[src/rtl/lzc_share_pkg.sv]
// rtl/lzc_share_pkg.sv - shared types, default widths and round-robin helper for lzc_share_ctrl
//
// Purpose : common definitions imported by lzc_core and lzc_share_ctrl.
// Contents: LZC_DATA_W / LZC_CNT_W default widths, state_e FSM encoding,
//           rr_next() round-robin successor index.
package lzc_share_pkg;

   localparam int LZC_DATA_W = 32;
   localparam int LZC_CNT_W  = $clog2(LZC_DATA_W) + 1;

   typedef enum logic [1:0] {
      IDLE = 2'd0,
      EXEC = 2'd1,
      RESP = 2'd2
   } state_e;

   // Index that follows idx in a ring of n requesters.
   function automatic int rr_next(input int idx, input int n);
      return (idx + 1) % n;
   endfunction

endpackage

[src/rtl/lzc_core.sv]
// rtl/lzc_core.sv - purely combinational leading-zero counter
//
// Purpose : counts the zero bits above the most significant 1 of operand;
//           an all-zero operand yields DATA_W.
// Ports   : operand [DATA_W-1:0] in  - value to examine
//           count   [CNT_W-1:0]  out - leading-zero count, 0..DATA_W
module lzc_core
   import lzc_share_pkg::*;
#(
   parameter int DATA_W = LZC_DATA_W,
   parameter int CNT_W  = LZC_CNT_W
) (
   input  logic [DATA_W-1:0] operand,
   output logic [CNT_W-1:0]  count
);

   logic found;

   // Scan from the MSB down; the first 1 seen fixes the count, so the
   // default (no 1 anywhere) is DATA_W.
   always_comb begin
      count = CNT_W'(DATA_W);
      found = 1'b0;
      for (int i = DATA_W - 1; i >= 0; i--) begin
         if (!found && operand[i]) begin
            count = CNT_W'(DATA_W - 1 - i);
            found = 1'b1;
         end
      end
   end

endmodule

[src/rtl/lzc_share_ctrl.sv]
// rtl/lzc_share_ctrl.sv - round-robin controller time-sharing one LZC among N_REQ requesters
//
// Purpose : arbitrates requesters round-robin, latches the winning operand,
//           holds it EXEC_CYCLES cycles in front of a single lzc_core, then
//           presents the count and owner ID until the consumer accepts it.
// Ports   : clk, rst                 - clock, synchronous active-high reset
//           req_valid  [N_REQ]        - per-requester request valid
//           req_data   [N_REQ*DATA_W] - operand i at [i*DATA_W +: DATA_W]
//           req_ready  [N_REQ]        - one-hot-or-zero accept, only in IDLE
//           resp_valid/resp_ready     - result handshake
//           resp_count [CNT_W]        - leading zeros of the accepted operand
//           resp_id    [ID_W]         - requester owning resp_count
//           busy                      - high in EXEC or RESP
// Option  : LZC_SHARE_CTRL_STATS_EN adds stat_grants [N_REQ*16] (per-requester
//           accept counters) and stat_stall [16] (RESP cycles with resp_ready
//           low); both saturate at 16'hFFFF and clear on rst.
module lzc_share_ctrl
   import lzc_share_pkg::*;
#(
   parameter int N_REQ       = 4,
   parameter int DATA_W      = LZC_DATA_W,
   parameter int EXEC_CYCLES = 1,
   parameter int ID_W        = $clog2(N_REQ),
   parameter int CNT_W       = $clog2(DATA_W) + 1
) (
   input  logic                      clk,
   input  logic                      rst,
   input  logic [N_REQ-1:0]          req_valid,
   input  logic [N_REQ*DATA_W-1:0]   req_data,
   output logic [N_REQ-1:0]          req_ready,
   output logic                      resp_valid,
   input  logic                      resp_ready,
   output logic [CNT_W-1:0]          resp_count,
   output logic [ID_W-1:0]           resp_id,
   output logic                      busy
`ifdef LZC_SHARE_CTRL_STATS_EN
   ,
   output logic [N_REQ*16-1:0]       stat_grants,
   output logic [15:0]               stat_stall
`endif
);

   // Wide enough to hold EXEC_CYCLES so the post-increment on the final
   // EXEC cycle never wraps.
   localparam int EC_W = $clog2(EXEC_CYCLES + 1);

   state_e             state_q, state_d;
   logic [ID_W-1:0]    rr_ptr_q, rr_ptr_d;
   logic [EC_W-1:0]    exec_cnt_q, exec_cnt_d;
   logic [DATA_W-1:0]  operand_q, operand_d;
   logic [ID_W-1:0]    owner_q, owner_d;
   logic               resp_valid_q, resp_valid_d;
   logic [CNT_W-1:0]   resp_count_q, resp_count_d;
   logic [ID_W-1:0]    resp_id_q, resp_id_d;

   logic               grant_found;
   logic [ID_W-1:0]    grant_idx;
   logic [ID_W-1:0]    scan_idx;
   logic               accept;
   logic [CNT_W-1:0]   lzc_count;

   // Round-robin pick: first valid requester at or after rr_ptr, wrapping.
   // rr_ptr moves past the last served requester, so nobody wins twice in
   // a row while someone else is waiting.
   always_comb begin
      grant_found = 1'b0;
      grant_idx   = '0;
      scan_idx    = '0;
      for (int k = 0; k < N_REQ; k++) begin
         scan_idx = ID_W'((int'(rr_ptr_q) + k) % N_REQ);
         if (!grant_found && req_valid[scan_idx]) begin
            grant_found = 1'b1;
            grant_idx   = scan_idx;
         end
      end
   end

   assign accept    = (state_q == IDLE) && grant_found;
   assign req_ready = accept ? (N_REQ'(1) << grant_idx) : '0;

   lzc_core #(
      .DATA_W (DATA_W),
      .CNT_W  (CNT_W)
   ) u_lzc_core (
      .operand (operand_q),
      .count   (lzc_count)
   );

   always_comb begin
      state_d      = state_q;
      rr_ptr_d     = rr_ptr_q;
      exec_cnt_d   = exec_cnt_q;
      operand_d    = operand_q;
      owner_d      = owner_q;
      resp_valid_d = resp_valid_q;
      resp_count_d = resp_count_q;
      resp_id_d    = resp_id_q;

      case (state_q)
         IDLE: begin
            if (accept) begin
               operand_d  = req_data[int'(grant_idx) * DATA_W +: DATA_W];
               owner_d    = grant_idx;
               exec_cnt_d = '0;
               state_d    = EXEC;
            end
         end
         EXEC: begin
            exec_cnt_d = exec_cnt_q + EC_W'(1);
            if (exec_cnt_q == EC_W'(EXEC_CYCLES - 1)) begin
               resp_count_d = lzc_count;
               resp_id_d    = owner_q;
               resp_valid_d = 1'b1;
               state_d      = RESP;
            end
         end
         RESP: begin
            // Result stays frozen until taken; always pass through IDLE so
            // the next arbitration sees the updated pointer.
            if (resp_ready) begin
               resp_valid_d = 1'b0;
               rr_ptr_d     = ID_W'(rr_next(int'(resp_id_q), N_REQ));
               state_d      = IDLE;
            end
         end
         default: begin
            state_d = IDLE;
         end
      endcase
   end

   always_ff @(posedge clk) begin
      if (rst) begin
         state_q      <= IDLE;
         rr_ptr_q     <= '0;
         exec_cnt_q   <= '0;
         operand_q    <= '0;
         owner_q      <= '0;
         resp_valid_q <= 1'b0;
         resp_count_q <= '0;
         resp_id_q    <= '0;
      end else begin
         state_q      <= state_d;
         rr_ptr_q     <= rr_ptr_d;
         exec_cnt_q   <= exec_cnt_d;
         operand_q    <= operand_d;
         owner_q      <= owner_d;
         resp_valid_q <= resp_valid_d;
         resp_count_q <= resp_count_d;
         resp_id_q    <= resp_id_d;
      end
   end

   assign resp_valid = resp_valid_q;
   assign resp_count = resp_count_q;
   assign resp_id    = resp_id_q;
   assign busy       = (state_q == EXEC) || (state_q == RESP);

`ifdef LZC_SHARE_CTRL_STATS_EN
   logic [N_REQ-1:0][15:0] stat_grants_q, stat_grants_d;
   logic [15:0]            stat_stall_q, stat_stall_d;

   always_comb begin
      stat_grants_d = stat_grants_q;
      stat_stall_d  = stat_stall_q;
      if (accept && (stat_grants_q[grant_idx] != 16'hFFFF)) begin
         stat_grants_d[grant_idx] = stat_grants_q[grant_idx] + 16'd1;
      end
      if ((state_q == RESP) && !resp_ready && (stat_stall_q != 16'hFFFF)) begin
         stat_stall_d = stat_stall_q + 16'd1;
      end
   end

   always_ff @(posedge clk) begin
      if (rst) begin
         stat_grants_q <= '0;
         stat_stall_q  <= '0;
      end else begin
         stat_grants_q <= stat_grants_d;
         stat_stall_q  <= stat_stall_d;
      end
   end

   // Packed [N_REQ][16] flattens so requester i lands at [i*16 +: 16].
   assign stat_grants = stat_grants_q;
   assign stat_stall  = stat_stall_q;
`endif

endmodule
[config.mk]
export PLATFORM = sky130hd
export DESIGN_NAME = lzc_share_ctrl
export DESIGN_NICKNAME = d
export VERILOG_FILES = /design/src/rtl/lzc_share_pkg.sv /design/src/rtl/lzc_core.sv /design/src/rtl/lzc_share_ctrl.sv
export SDC_FILE = /design/constraint.sdc
export NUM_CORES = 1
export LEC_CHECK = 0
export ABC_AREA = 0
export BUFFER_PORTS_ARGS = -buffer_cell sky130_fd_sc_hd__clkbuf_2
export CAP_MARGIN = 20
export CORE_ASPECT_RATIO = 0.9
export CORE_MARGIN = 3
export CORE_UTILIZATION = 39
export CTS_CLUSTER_DIAMETER = 100
export CTS_CLUSTER_SIZE = 40
export DETAILED_ROUTE_END_ITERATION = 12
export HOLD_SLACK_MARGIN = 0.06
export PLACE_DENSITY = 0.69
export SLEW_MARGIN = 5
export SYNTH_ARGS = -nofsm -noshare
export SYNTH_HDL_FRONTEND = slang
export SYNTH_SLANG_ARGS = --single-unit
[constraint.sdc]
create_clock -name clk -period 5.2 [get_ports clk]
set_input_delay 1.56 -clock clk [delete_from_list [all_inputs] [get_ports clk]]
set_output_delay 1.56 -clock clk [all_outputs]
set_load 0.1 [all_outputs]
### Word-level counts from Yosys, hierarchy flattened

Cells that the tools add are included.

| word-level totals | value |
|---|---|
| output and inout port bits | 14 |
| bits of input ports | 135 |
| flip-flop bits (word level) | 48 |
| logic and storage cells | 193 |

| cells by class | value |
|---|---|
| bitwise operators | 1 |
| multiplexer cells | 89 |
| equal/unequal tests | 5 |
| $lt $le $gt $ge | 4 |
| shift-type cells | 2 |
| reduce and logical (&&, ||, !) cells | 79 |
| add/sub/neg operators | 5 |

Operators by type and width:

| cell | number |
|---|---|
| 2-to-1 mux 6 bit | 32 |
| indexed part select 128 x 8 -> 32 bit | 1 |
| 2-to-1 mux 1 bit | 42 |
| logical AND 1 bit | 35 |
| zero test 1 bit | 34 |
| 2-to-1 mux 2 bit | 7 |
| less-than comparator 2 x 3 -> 1 bit (second input constant) | 4 |
| binary-select mux 1 bit (select 2 bit) | 4 |
| AND reduction 2 bit | 4 |
| != test 2 bit (second input constant) | 3 |
| case mux 2 bit (3 select lines) | 1 |
| AND reduction 3 bit | 2 |
| adder 2 x 1 -> 2 bit (second input constant) | 2 |
| adder 2 bit (second input constant) | 2 |
| 2-to-1 mux 4 bit | 1 |
| case mux 1 bit (2 select lines) | 2 |
| nonzero test 2 bit | 2 |
| << shifter 1 x 2 -> 4 bit (first input constant) | 1 |
| equality test 2 x 1 -> 1 bit (second input constant) | 1 |
| equality test 2 bit (second input constant) | 1 |
| zero test 2 bit | 1 |
| adder 1 bit (second input constant) | 1 |
| logical OR 1 bit | 1 |
| NOT 1 bit | 1 |

### Longest topological paths before layout

Gate-level depths: netlist of run 1.

| logic depth | value |
|---|---|
| word-level depth | 94 |
| gate-level depth with buffers | 8 |
| depth with buffers taken out | 7 |

### Modules after synthesis

Synthesis of run 1 repeated with hierarchy kept, for this count alone.

| second synthesis, totals | value |
|---|---|
| cell total of the unflattened synthesis | 347 |
| area total of the unflattened synthesis | 3135.5 um^2 |

By module, submodules not included:

| module | cells an instance | times used | area each (um^2) |
|---|---|---|---|
| lzc_share_ctrl | 283 | 1 | 2750.1 |
| lzc_core | 64 | 1 | 385.4 |

### Worst setup path after synthesis of run 1

OpenSTA, ideal clock, no wires.

| path | value |
|---|---|
| path type | input port to output port |
| start point | input req_valid[0] |
| end point | output req_ready[2] |
| stages on the path | 4 |
| arrival time | 4380 ps |
| slack | -740 ps |
| required time | 3640 ps |
| path buffers | 0 |
| cell sequence | nor2b_1 o21ba_1 or3_1 nor3_1 |

| between the ends | value |
|---|---|
| cells in the longest elaborated chain, start to end | 14 |
| elaborated cells between the ends (all ways) | 25 |

Ends and longest elaborated chain:

| what | line | RTL |
|---|---|---|
| start: declaration | lzc_share_ctrl.sv:28 | `input logic [N_REQ-1:0] req_valid,` |
| binary-select mux 1 bit (select 2 bit) | lzc_share_ctrl.sv:71 | `if (!grant_found && req_valid[scan_idx]) begin` |
| 2-to-1 mux 1 bit (implied by the code) | lzc_share_ctrl.sv:71 |  |
| 2-to-1 mux 1 bit | lzc_share_ctrl.sv:71 |  |
| zero test 1 bit | lzc_share_ctrl.sv:71 |  |
| logical AND 1 bit | lzc_share_ctrl.sv:71 |  |
| 2-to-1 mux 1 bit | lzc_share_ctrl.sv:71 |  |
| zero test 1 bit | lzc_share_ctrl.sv:71 |  |
| logical AND 1 bit | lzc_share_ctrl.sv:71 |  |
| 2-to-1 mux 1 bit | lzc_share_ctrl.sv:71 |  |
| zero test 1 bit | lzc_share_ctrl.sv:71 |  |
| logical AND 1 bit | lzc_share_ctrl.sv:71 |  |
| 2-to-1 mux 2 bit or 2-to-1 mux 1 bit (tied branches) | lzc_share_ctrl.sv:71 |  |
| << shifter 1 x 2 -> 4 bit or logical AND 1 bit (tied branches) | lzc_share_ctrl.sv:79, lzc_share_ctrl.sv:78 |  |
| 2-to-1 mux 4 bit * | lzc_share_ctrl.sv:79 | `assign req_ready = accept ? (N_REQ'(1) << grant_idx) : '0;` |
| end: declaration | lzc_share_ctrl.sv:30 | `output logic [N_REQ-1:0] req_ready,` |

Every way passes the cells marked *; elsewhere a longest branch is shown, timed or not. The select of a mux whose other input is x is not followed.

### Worst setup path after layout of run 1

| path | value |
|---|---|
| start point | input req_valid[0] |
| end point | output req_ready[0] |

The elaborated chain is that of the path after synthesis.

==> results_dict.tcl, run 1 <==
set metrics [dict create \
    synth.cells.most_frequent "50 x a21oi_1, 48 x dfxtp_1, 37 x o21ai_0" \
    die_area_um2 9140 \
    clock_tree.buffer_depth 2 \
    worst_setup_path_end_kind "output port" \
    finalHoldViolations 0 \
    post_synth_num_cell_types 43 \
    fraction_of_post_synthesis_cell_area_in_the_top_cell_type_by_area_pct 30.7 \
    pre_cts_ws_ps 568 \
    synth_area_leaders "dfxtp_1 31%, mux2_2 12%, a221o_1 9.9%" \
    cts.sink_count 48 \
    synth-compound-area-share_pct 30.4 \
    grt_pass1_vias 3324 \
    ctsRootBufferMaster "clkbuf_8" \
    use_met1_pct 28.6 \
    synth_cells 389 \
    clock_insertion_delay_worst_skew_ps 300 \
    port_buffers 148 \
    antenna_violating_nets_left 0 \
    leakage_nw 1.84 \
    avgSynthCellArea_um2 8.05 \
    global_route.usage.met2_pct 34.3 \
    clk_pin_slew_ps 90 \
    r2r_end "operand_q[5]" \
    die_height_um 91.0 \
    placed_cells 615 \
    status "finished clean" \
    multi_input_area_um2 2060 \
    simple_gate_portion_of_the_synthesized_area_pct 20.7 \
    worstRegToRegCells 6 \
    hold_path_class "reg -> reg" \
    fin_crit_sh_pct 88.9 \
    final_nets 665 \
    worst_pin_slew_ps 1030 \
    grt_start_max_net_pins 33 \
    detail_route.wl_per_cell_um 15.6 \
    cts_resized 0 \
    grt_util_met3_pct 3.15 \
    cp_data_arrival_time_ps 3070 \
    core-area_um2 7660 \
    multiplexer_fraction_of_the_synthesized_cell_area_pct 11.5 \
    yosys.area_share.xor_xnor_pct 0.280 \
    postSynthNetCount 528 \
    cts_tree "yes" \
    grt_pass1_wl_um 15600 \
    number_of_antenna_violations_at_the_first_check_in_global_routing 0 \
    globalRoute.totalOverflow 0 \
    grt_busiest_layer "met2" \
    dp_hpwl_um 7580 \
    cap_violations 0 \
    setup.reg_to_reg.worst_slack_ps 2820 \
    vias_post_dr 3507 \
    synth_top_cell_by_area "dfxtp_1" \
    seq_area_frac_synth_pct 30.7 \
    timing.fmax_mhz 216 \
    unrepaired_setup_endpoints_after_global_routing "false" \
    viasPerCell 5.63 \
    drv_slew 0 \
    startpoint_type "input port" \
    crit_required_ps 3640 \
    postCtsHoldBufs 0 \
    seq_area_um2 961 \
    chipWidth_um 100 \
    worst-setup-path-type "in -> out" \
    synth_adder_area_share_pct 1.60 \
    synth.cell_area_um2 3130 \
    ios 149 \
    powerDensity_nw_per_um2 355 \
    placementRows 30 \
    postCtsSetupRepairBufs 0 \
    fillers 749 \
    initial_utilization_pct 40.9 \
    synthMostInstantiatedCell "a21oi_1" \
    final_layout_size_suffix_gt1_share_pct 39.8 \
    routabilityCongestion 0.877 \
    h-tree-depth 2 \
    synth_flop_cell "dfxtp_1" \
    whs_endpoint "owner_q[1]" \
    instances_no_fill 623 \
    cts_inserted_buffers 5 \
    worst_slew_margin_rel_pct 31.2 \
    drt_pass1_iterations 4 \
    hold_path.startpoint "owner_q[1]" \
    cp_max_fo 19 \
    setup_viol 0 \
    area.growth.synth_to_final_pct 33.4 \
    totalWireLength_um 9700 \
    post-route-min-period_ps 4630 \
    hold-path-cell-count 2 \
    ir_worst_vdd_mv 0.200 \
    n_antenna_cell 0 \
    drt-initial-drc-count 170 \
    synth_top_family_by_area "compound AO/OA/AOI/OAI gates" \
    synth-edff-count 0 \
    ys_warn_count 0 \
    drt_drc_violations_left 0 \
    rr_startpoint "rr_ptr_q[0]" \
    number_of_flip_flops_and_latches_in_the_synthesized_netlist 48 \
    async_reset_ff_share_pct 0 \
    globalRouteTotalUtil_pct 20.7 \
    final.setup.worst_slack_ps 575 \
    worst_clock_skew_ps 13.2 \
]
[worst max-delay path, stage by stage]
cell      delay (ps)
clkbuf_2         120
nor2b_1          170
or4_1            550
nand2_2          110
buf_4            270
nor3_2            90
buf_12           190
[worst max-delay path by stage]
stage | from | end | slack (ps) | cells past startpoint
floorplan | req_valid[0] | req_ready[1] | -410 | 7
global placement | req_valid[0] | req_ready[0] | 610 | 7
CTS | req_valid[0] | req_ready[0] | 570 | 7
global route | req_valid[0] | req_ready[0] | 490 | 7
detailed placement | req_valid[0] | req_ready[0] | 570 | 7
finish | req_valid[0] | req_ready[0] | 570 | 7
[cell families (layout without fill, tap and decap cells)]
| family | after synthesis | after routing |
|---|---|---|
| AOI/OAI and AO/OA | 142 | 142 |
| and+or+nand+nor | 124 | 124 |
| muxes | 32 | 32 |
| xor gates and xnor gates | 1 | 1 |
| adders and majority gates | 4 | 4 |
| buffers and inverters | 38 | 176 |
| DFF | 48 | 48 |
[registers in the layout, indices dropped and copies added, names as in the netlist]
name,flops
resp_valid,1
owner_q,2
rr_ptr_q,2
resp_count,6
exec_cnt_q,1
resp_id,2
state_q,2
operand_q,32
[layer usage]
metal	part of all wire [%]	vias up
met2	47	101
li1	-	1769
met3	6.1	6
met1	46	1631
met5	0	-
met4	0.67	0
[per-stage QoR]
stage | cell area, µm² | util [%] | hold WS (ps) | TNS [ps] | power (mW)
floorplan | 3140 | - | 432 | -825 | 1.00
global placement | 4050 | 52.9 | 446 | 0 | 1.19
detailed placement | 4050 | 52.9 | 449 | 0 | 1.20
CTS | 4180 | 54.6 | 463 | 0 | 1.49
global route | 4180 | 54.6 | 477 | 0 | 1.58
finish | 4180 | 54.6 | 461 | 0 | 1.48
[where the power goes]
group          internal [mW]  switching, mW
Clock                  0.170          0.122
Sequential             0.439         0.0708
Combinational          0.262          0.420
Total                  0.870          0.612
[layout by cell type (no fill, tap or decap), types with 6 or more instances in the layout]
master / Yosys / final
a21oi_1: 50 / 50
a221o_1: 31 / 31
buf_4: 1 / 10
clkbuf_2: 0 / 144
clkbuf_8: 0 / 7
dfxtp_1: 48 / 48
inv_1: 10 / 10
mux2_2: 32 / 32
nand2_1: 14 / 14
nand3_1: 33 / 33
nor2_1: 35 / 34
nor2b_1: 6 / 6
nor3_1: 8 / 6
nor4_1: 8 / 7
o21ai_0: 37 / 37
[cell type report]
type	instances	area share, %
well taps	96	2.87
clock inverters	1	0.719
flip-flops and latches	48	23.0
clock buffers	7	2.31
inverters	10	0.898
multi-input cells	303	49.3
repair buffers	158	21.0
No activity file was read; power rests on OpenSTA's default activity.
==> inputs of run 2 (changes only) <==
--- a/config.mk
+++ b/config.mk
@@ -11,6 +11,7 @@
 export CORE_ASPECT_RATIO = 0.9
 export CORE_MARGIN = 3
 export CORE_UTILIZATION = 39
+export CTS_BUF_LIST = sky130_fd_sc_hd__clkbuf_4
 export CTS_CLUSTER_DIAMETER = 100
 export CTS_CLUSTER_SIZE = 40
 export DETAILED_ROUTE_END_ITERATION = 12
@@ -19,4 +20,5 @@
 export SLEW_MARGIN = 5
 export SYNTH_ARGS = -nofsm -noshare
 export SYNTH_HDL_FRONTEND = slang
+export SYNTH_HIERARCHICAL = 1
 export SYNTH_SLANG_ARGS = --single-unit
==> results_dict.tcl, run 2 <==
set metrics [dict create \
    layout.cells.most_common "clkbuf_2" \
    r2r_end "operand_q[31]" \
    setup_viol 0 \
    worstRegToRegCells 6 \
    die_height_um 91.1 \
    final_cell_area_um2 3930 \
    clock_tree.buffer_depth 2 \
    cp_data_arrival_time_ps 2980 \
    drv_slew 0 \
    cts_tree "yes" \
    cts_resized 0 \
    crit_required_ps 3640 \
    ctsRootBufferMaster "clkbuf_4" \
    crit_path_frequent_cell "clkbuf_2" \
    worst_slew_margin_rel_pct 37.0 \
    placed_cell_area_um2 3850 \
    viasPerCell 5.21 \
    leakage_nw 1.75 \
    multiplexer_fraction_of_the_synthesized_cell_area_pct 21.4 \
    worst_pin_slew_ps 945 \
    worstSetupStartpoint "req_valid[0]" \
    simple_gate_portion_of_the_synthesized_area_pct 17.2 \
    synth_top_family_by_area "multiplexers" \
    worst_clock_skew_ps 13.1 \
    worstPathCellList "clkbuf_2 > nor4_1 > nand2b_1 > nor3_1 > clkbuf_2" \
    worst_setup_path_end_kind "output port" \
    largest_register_ff_count 32 \
    postCtsHoldBufs 0 \
    fillers 784 \
    powerDensity_nw_per_um2 328 \
    synth_adder_area_share_pct 2.00 \
    area.growth.synth_to_final_pct 25.3 \
    synth_top_cell_by_area "dfxtp_1" \
    power_frac_seq_pct 38.9 \
    number_of_antenna_violations_at_the_first_check_in_global_routing 0 \
    instances_no_fill 577 \
    seq_area_frac_synth_pct 30.6 \
    core-area_um2 7660 \
    grt_pass1_vias 2869 \
    postSynthNetCount 487 \
    fin_crit_sh_pct 87.4 \
    ios 149 \
    ir_worst_vdd_mv 0.142 \
    detail_route.wl_per_cell_um 13.7 \
    n_antenna_cell 0 \
    clk_pin_slew_ps 130 \
    status "finished clean" \
    met2_length_um 3640 \
    synth_flop_cell "dfxtp_1" \
    chipWidth_um 101 \
    hold_ws_ps 466 \
    placementRows 30 \
    worst_path_max_delay_cell "nor4_1" \
    post_synth_num_cell_types 47 \
    endpoint "req_ready[2]" \
    slowest_delay_ps 450 \
    drt_pass1_iterations 4 \
    grt_start_max_net_pins 63 \
    placed_cells 569 \
    synth-edff-count 0 \
    unrepaired_setup_endpoints_after_global_routing "false" \
    cts_inserted_buffers 5 \
    totalWireLength_um 7890 \
    hold_path_class "reg -> reg" \
    synth.cell_area_um2 3140 \
    number_of_flip_flops_and_latches_in_the_synthesized_netlist 48 \
    synth_area_leaders "dfxtp_1 31%, mux2i_1 21%, o221ai_2 7.2%" \
    regMostFlops "operand_q" \
    die_area_um2 9150 \
    drt_drc_violations_left 0 \
    p_sw_mw 0.565 \
    final_nets 621 \
    met3_wirelength_um 689 \
    highest-signal-layer "met4" \
    worst-setup-path-type "in -> out" \
    drt-initial-drc-count 80 \
    final_layout_size_suffix_gt1_share_pct 37.2 \
    routedLengthMet1_um 3520 \
    antenna_violating_nets_left 0 \
    share_clk_of_total_power_pct 12.4 \
    h-tree-depth 2 \
    cp_max_fo 9 \
    startpoint_type "input port" \
    cellInternalPower_mw 0.725 \
    timing.fmax_mhz 220 \
    fraction_of_post_synthesis_cell_area_in_the_top_cell_type_by_area_pct 30.6 \
    synthMostInstantiatedCell "mux2i_1" \
    cap_violations 0 \
    yosys.area_share.xor_xnor_pct 0.279 \
    initial_utilization_pct 40.9 \
    dp_hpwl_um 6250 \
    avgSynthCellArea_um2 9.04 \
    postCtsSetupRepairBufs 0 \
    ys_warn_count 6 \
    clock_insertion_delay_worst_skew_ps 350 \
    cts.sink_count 48 \
    netSwitchingFraction_pct 43.8 \
    globalRouteTotalUtil_pct 16.6 \
    async_reset_ff_share_pct 0 \
    synth_cells 347 \
    finalHoldViolations 0 \
    synth-compound-area-share_pct 21.3 \
    routabilityCongestion 0.838 \
    rr_startpoint "rr_ptr_q[1]" \
    port_buffers 148 \
    globalRoute.totalOverflow 0 \
    synth.cells.most_frequent "67 x mux2i_1, 54 x nand2_1, 48 x dfxtp_1" \
    comb_power_share_pct 48.7 \
    setup.reg_to_reg.worst_slack_ps 2620 \
    vias_post_dr 3007 \
    grt_pass1_wl_um 12700 \
    layout_common_cells "146 x clkbuf_2, 67 x mux2i_1, 54 x nand2_1" \
    post-route-min-period_ps 4540 \
]
## run 2: cell types whose count changed after synthesis, sizes merged, moves of 20 or more
| cell | delta |
|---|---|
| a221o | -32 |
| clkbuf | -20 |
| nand2 | +41 |
| a21oi | -28 |
| o21ai | -34 |
| nand3 | -32 |
| o221ai | +32 |
| mux2i | +67 |
| mux2 | -32 |
## run 2: power by group through the flow
stage	Combinational, mW	Clock [mW]	Sequential [mW]
CTS	0.624	0.163	0.501
detailed placement	0.622	0	0.509
global placement	0.610	0	0.507
finish	0.628	0.160	0.502
floorplan	0.445	0	0.554
global route	0.688	0.178	0.512
## run 2: cells by family after synthesis
| family | count (synthesis) |
|---|---|
| fa+ha+maj | 5 |
| simple gates | 112 |
| buf+inv | 36 |
| mux | 67 |
| flops | 48 |
| xor+xnor | 1 |
| compound gates | 78 |
## run 2: worst min path at each step
stage / startpoint / end / cells after the start
after floorplan: owner_q[0] / resp_id[0] / 2
after global placement: resp_count[1] / resp_count[1] / 2
after detailed placement: resp_count[1] / resp_count[1] / 2
after CTS: resp_count[1] / resp_count[1] / 2
after global routing: resp_count[0] / resp_count[0] / 2
final: resp_count[0] / resp_count[0] / 2
## run 2: layout make-up
type	instances	area (µm²)	area share, %
Sequential cell	48	961	24.5
Timing Repair Buffer	150	806	20.5
Tap cell	96	120	3.06
Inverter	13	48.8	1.24
Multi-Input combinational cell	263	1950	49.6
Clock buffer	5	37.5	0.956
Clock inverter	2	7.51	0.191
## run 2: routing by layer
layer | track usage [%] | vias up
met2 | 27.1 | 115
met5 | 0 | -
met4 | 3.70 | 0
met3 | 3.92 | 4
met1 | 22.2 | 1341
li1 | - | 1547
## run 2: critical path, delay by kind of cell
kind	cells	cell delay, ps
AND/OR/NAND/NOR	3	920
buffers and inverters	2	500
## run 2: through the flow
stage | worst slack (ps) | util [%] | power [mW] | TNS [ps]
after floorplan | -773 | - | 1.00 | -2780
after global placement | 713 | 50.3 | 1.12 | 0
after detailed placement | 655 | 50.3 | 1.13 | 0
after CTS | 656 | 50.9 | 1.29 | 0
after global routing | 558 | 51.3 | 1.38 | 0
final | 656 | 51.3 | 1.29 | 0
==> inputs of run 3 (changes only) <==
--- a/config.mk
+++ b/config.mk
@@ -10,13 +10,12 @@
 export CAP_MARGIN = 20
 export CORE_ASPECT_RATIO = 0.9
 export CORE_MARGIN = 3
-export CORE_UTILIZATION = 39
+export CORE_UTILIZATION = 30
 export CTS_BUF_LIST = sky130_fd_sc_hd__clkbuf_4
 export CTS_CLUSTER_DIAMETER = 100
 export CTS_CLUSTER_SIZE = 40
 export DETAILED_ROUTE_END_ITERATION = 12
 export HOLD_SLACK_MARGIN = 0.06
-export PLACE_DENSITY = 0.69
 export SLEW_MARGIN = 5
 export SYNTH_ARGS = -nofsm -noshare
 export SYNTH_HDL_FRONTEND = slang
==> results_dict.tcl, run 3 (synthesized netlist as in run 2, its figures left out) <==
set metrics [dict create \
    status "finished clean" \
    cts_inserted_buffers 5 \
    vias_post_dr 2934 \
    startpoint_type "input port" \
    crit_required_ps 3640 \
    number_of_antenna_violations_at_the_first_check_in_global_routing 0 \
    leakage_nw 1.76 \
    n_antenna_cell 0 \
    drt_drc_violations_left 0 \
    hold-path-cell-count 2 \
    cts_resized 0 \
    placementRows 34 \
    die_area_um2 11700 \
    die_height_um 103 \
    worst_clock_skew_ps 11.7 \
    multi_input_area_um2 1950 \
    h-tree-depth 2 \
    final_layout_size_suffix_gt1_share_pct 37.8 \
    cp_max_fo 9 \
    totalWireLength_um 8350 \
    whs_endpoint "resp_count[4]" \
    dp_hpwl_um 6620 \
    setup_viol 0 \
    cp_data_arrival_time_ps 3060 \
    ios 149 \
    r2r_end "operand_q[18]" \
    chipWidth_um 114 \
    area.growth.synth_to_final_pct 26.5 \
    regMostFlops "operand_q" \
    layout.cells.most_common "clkbuf_2" \
    viasPerCell 4.83 \
    hold_path.startpoint "resp_count[4]" \
    post-route-min-period_ps 4620 \
    finalHoldViolations 0 \
    grt_pass1_wl_um 13200 \
    setup.reg_to_reg.worst_slack_ps 2960 \
    worst_path_max_delay_cell "nor4_1" \
    grt_pass1_vias 2858 \
    fin_crit_sh_pct 88.8 \
    detail_route.wl_per_cell_um 13.7 \
    clock_insertion_delay_worst_skew_ps 350 \
    worst_pin_slew_ps 825 \
    clk_pin_slew_ps 130 \
    worst_slew_margin_rel_pct 44.8 \
    initial_utilization_pct 31.6 \
    globalRoute.totalOverflow 0 \
    globalRouteTotalUtil_pct 13.8 \
    port_buffers 148 \
    worstPathCellList "clkbuf_2 > nor4_1 > nand2b_1 > nor3_1 > clkbuf_2" \
    rr_startpoint "rr_ptr_q[1]" \
    cts_tree "yes" \
    drt-initial-drc-count 112 \
    drv_slew 0 \
    worst-setup-path-type "in -> out" \
    hold_path_class "reg -> reg" \
    ir_worst_vdd_mv 0.194 \
    critical_path.top_delay_family "simple AND/OR/NAND/NOR gates" \
    unrepaired_setup_endpoints_after_global_routing "false" \
    layout_common_cells "146 x clkbuf_2, 67 x mux2i_1, 54 x nand2_1" \
    setup-tns-final_ps 0 \
    cap_violations 0 \
    slowest_delay_ps 510 \
    postCtsHoldBufs 0 \
    hold_ws_ps 468 \
    core-area_um2 9910 \
    final_nets 622 \
    worst_setup_path_end_kind "output port" \
    crit_path_frequent_cell "clkbuf_2" \
    cp.buffers_inverters 2 \
    cts.sink_count 48 \
    antenna_violating_nets_left 0 \
    timing.fmax_mhz 216 \
    largest_register_ff_count 32 \
    ctsRootBufferMaster "clkbuf_4" \
    routabilityCongestion 0.796 \
    grt_start_max_net_pins 41 \
    drt_pass1_iterations 4 \
    powerDensity_nw_per_um2 327 \
    seq_area_um2 961 \
    postCtsSetupRepairBufs 0 \
    worstRegToRegCells 6 \
    fillers 1008 \
    clock_tree.buffer_depth 2 \
]
==> run 3: cell count changes in the layout (fill, tap and decap cells not counted), sizes merged <==
cell,delta
clkbuf,+1
buf,+1
clkinv,-1
==> run 3: power breakdown <==
group          switching (mW)  internal (mW)  leakage [nW]
logic                   0.390          0.237          1.33
clock network           0.111         0.0553        0.0315
registers              0.0670          0.436         0.395
==> run 3: cell type report <==
cell class | instances | area share (%)
inverter | 13 | 1.23
clock buffer | 6 | 1.14
multi-input combinational | 263 | 49.1
clock inverter | 1 | 0.126
sequential | 48 | 24.2
timing repair buffer | 151 | 20.2
tap | 126 | 3.98
==> run 3: layer usage <==
layer | global-route usage [%] | wire length [µm]
met1 | 18.9 | 3990
met2 | 22.5 | 3630
met3 | 2.52 | 638
met4 | 3.23 | 91
met5 | 0 | 0
==> run 3: stage by stage <==
stage / util (%) / worst slack, ps / power, mW / cell area, µm² / cells
6_report: 40.0 / 581 / 1.30 / 3970 / 608
5_1_grt: 40.0 / 467 / 1.39 / 3970 / 608
4_1_cts: 39.9 / 602 / 1.31 / 3950 / 607
3_5_place_dp: 39.3 / 600 / 1.14 / 3900 / 600
3_3_place_gp: 39.3 / 655 / 1.13 / 3900 / 600
2_1_floorplan: - / -773 / 1.00 / 3140 / 347
==> run 3: how the worst max path moves through the flow <==
stage | startpoint | to | slack, ps | cells past startpoint
floorplan | req_valid[2] | req_ready[1] | -770 | 7
global placement | req_valid[0] | req_ready[0] | 660 | 5
detailed placement | req_valid[0] | req_ready[0] | 600 | 5
CTS | req_valid[0] | req_ready[0] | 600 | 5
global route | req_valid[0] | req_ready[2] | 470 | 5
finish | req_valid[0] | req_ready[0] | 580 | 5
==> run 3: worst register-to-register path, stage by stage (launching register included) <==
cell and delay [ps]:
dfxtp_1 480, mux2i_1 210, nor2_1 80, nor3_4 260, buf_4 570, mux2i_1 360
o221ai_2 130
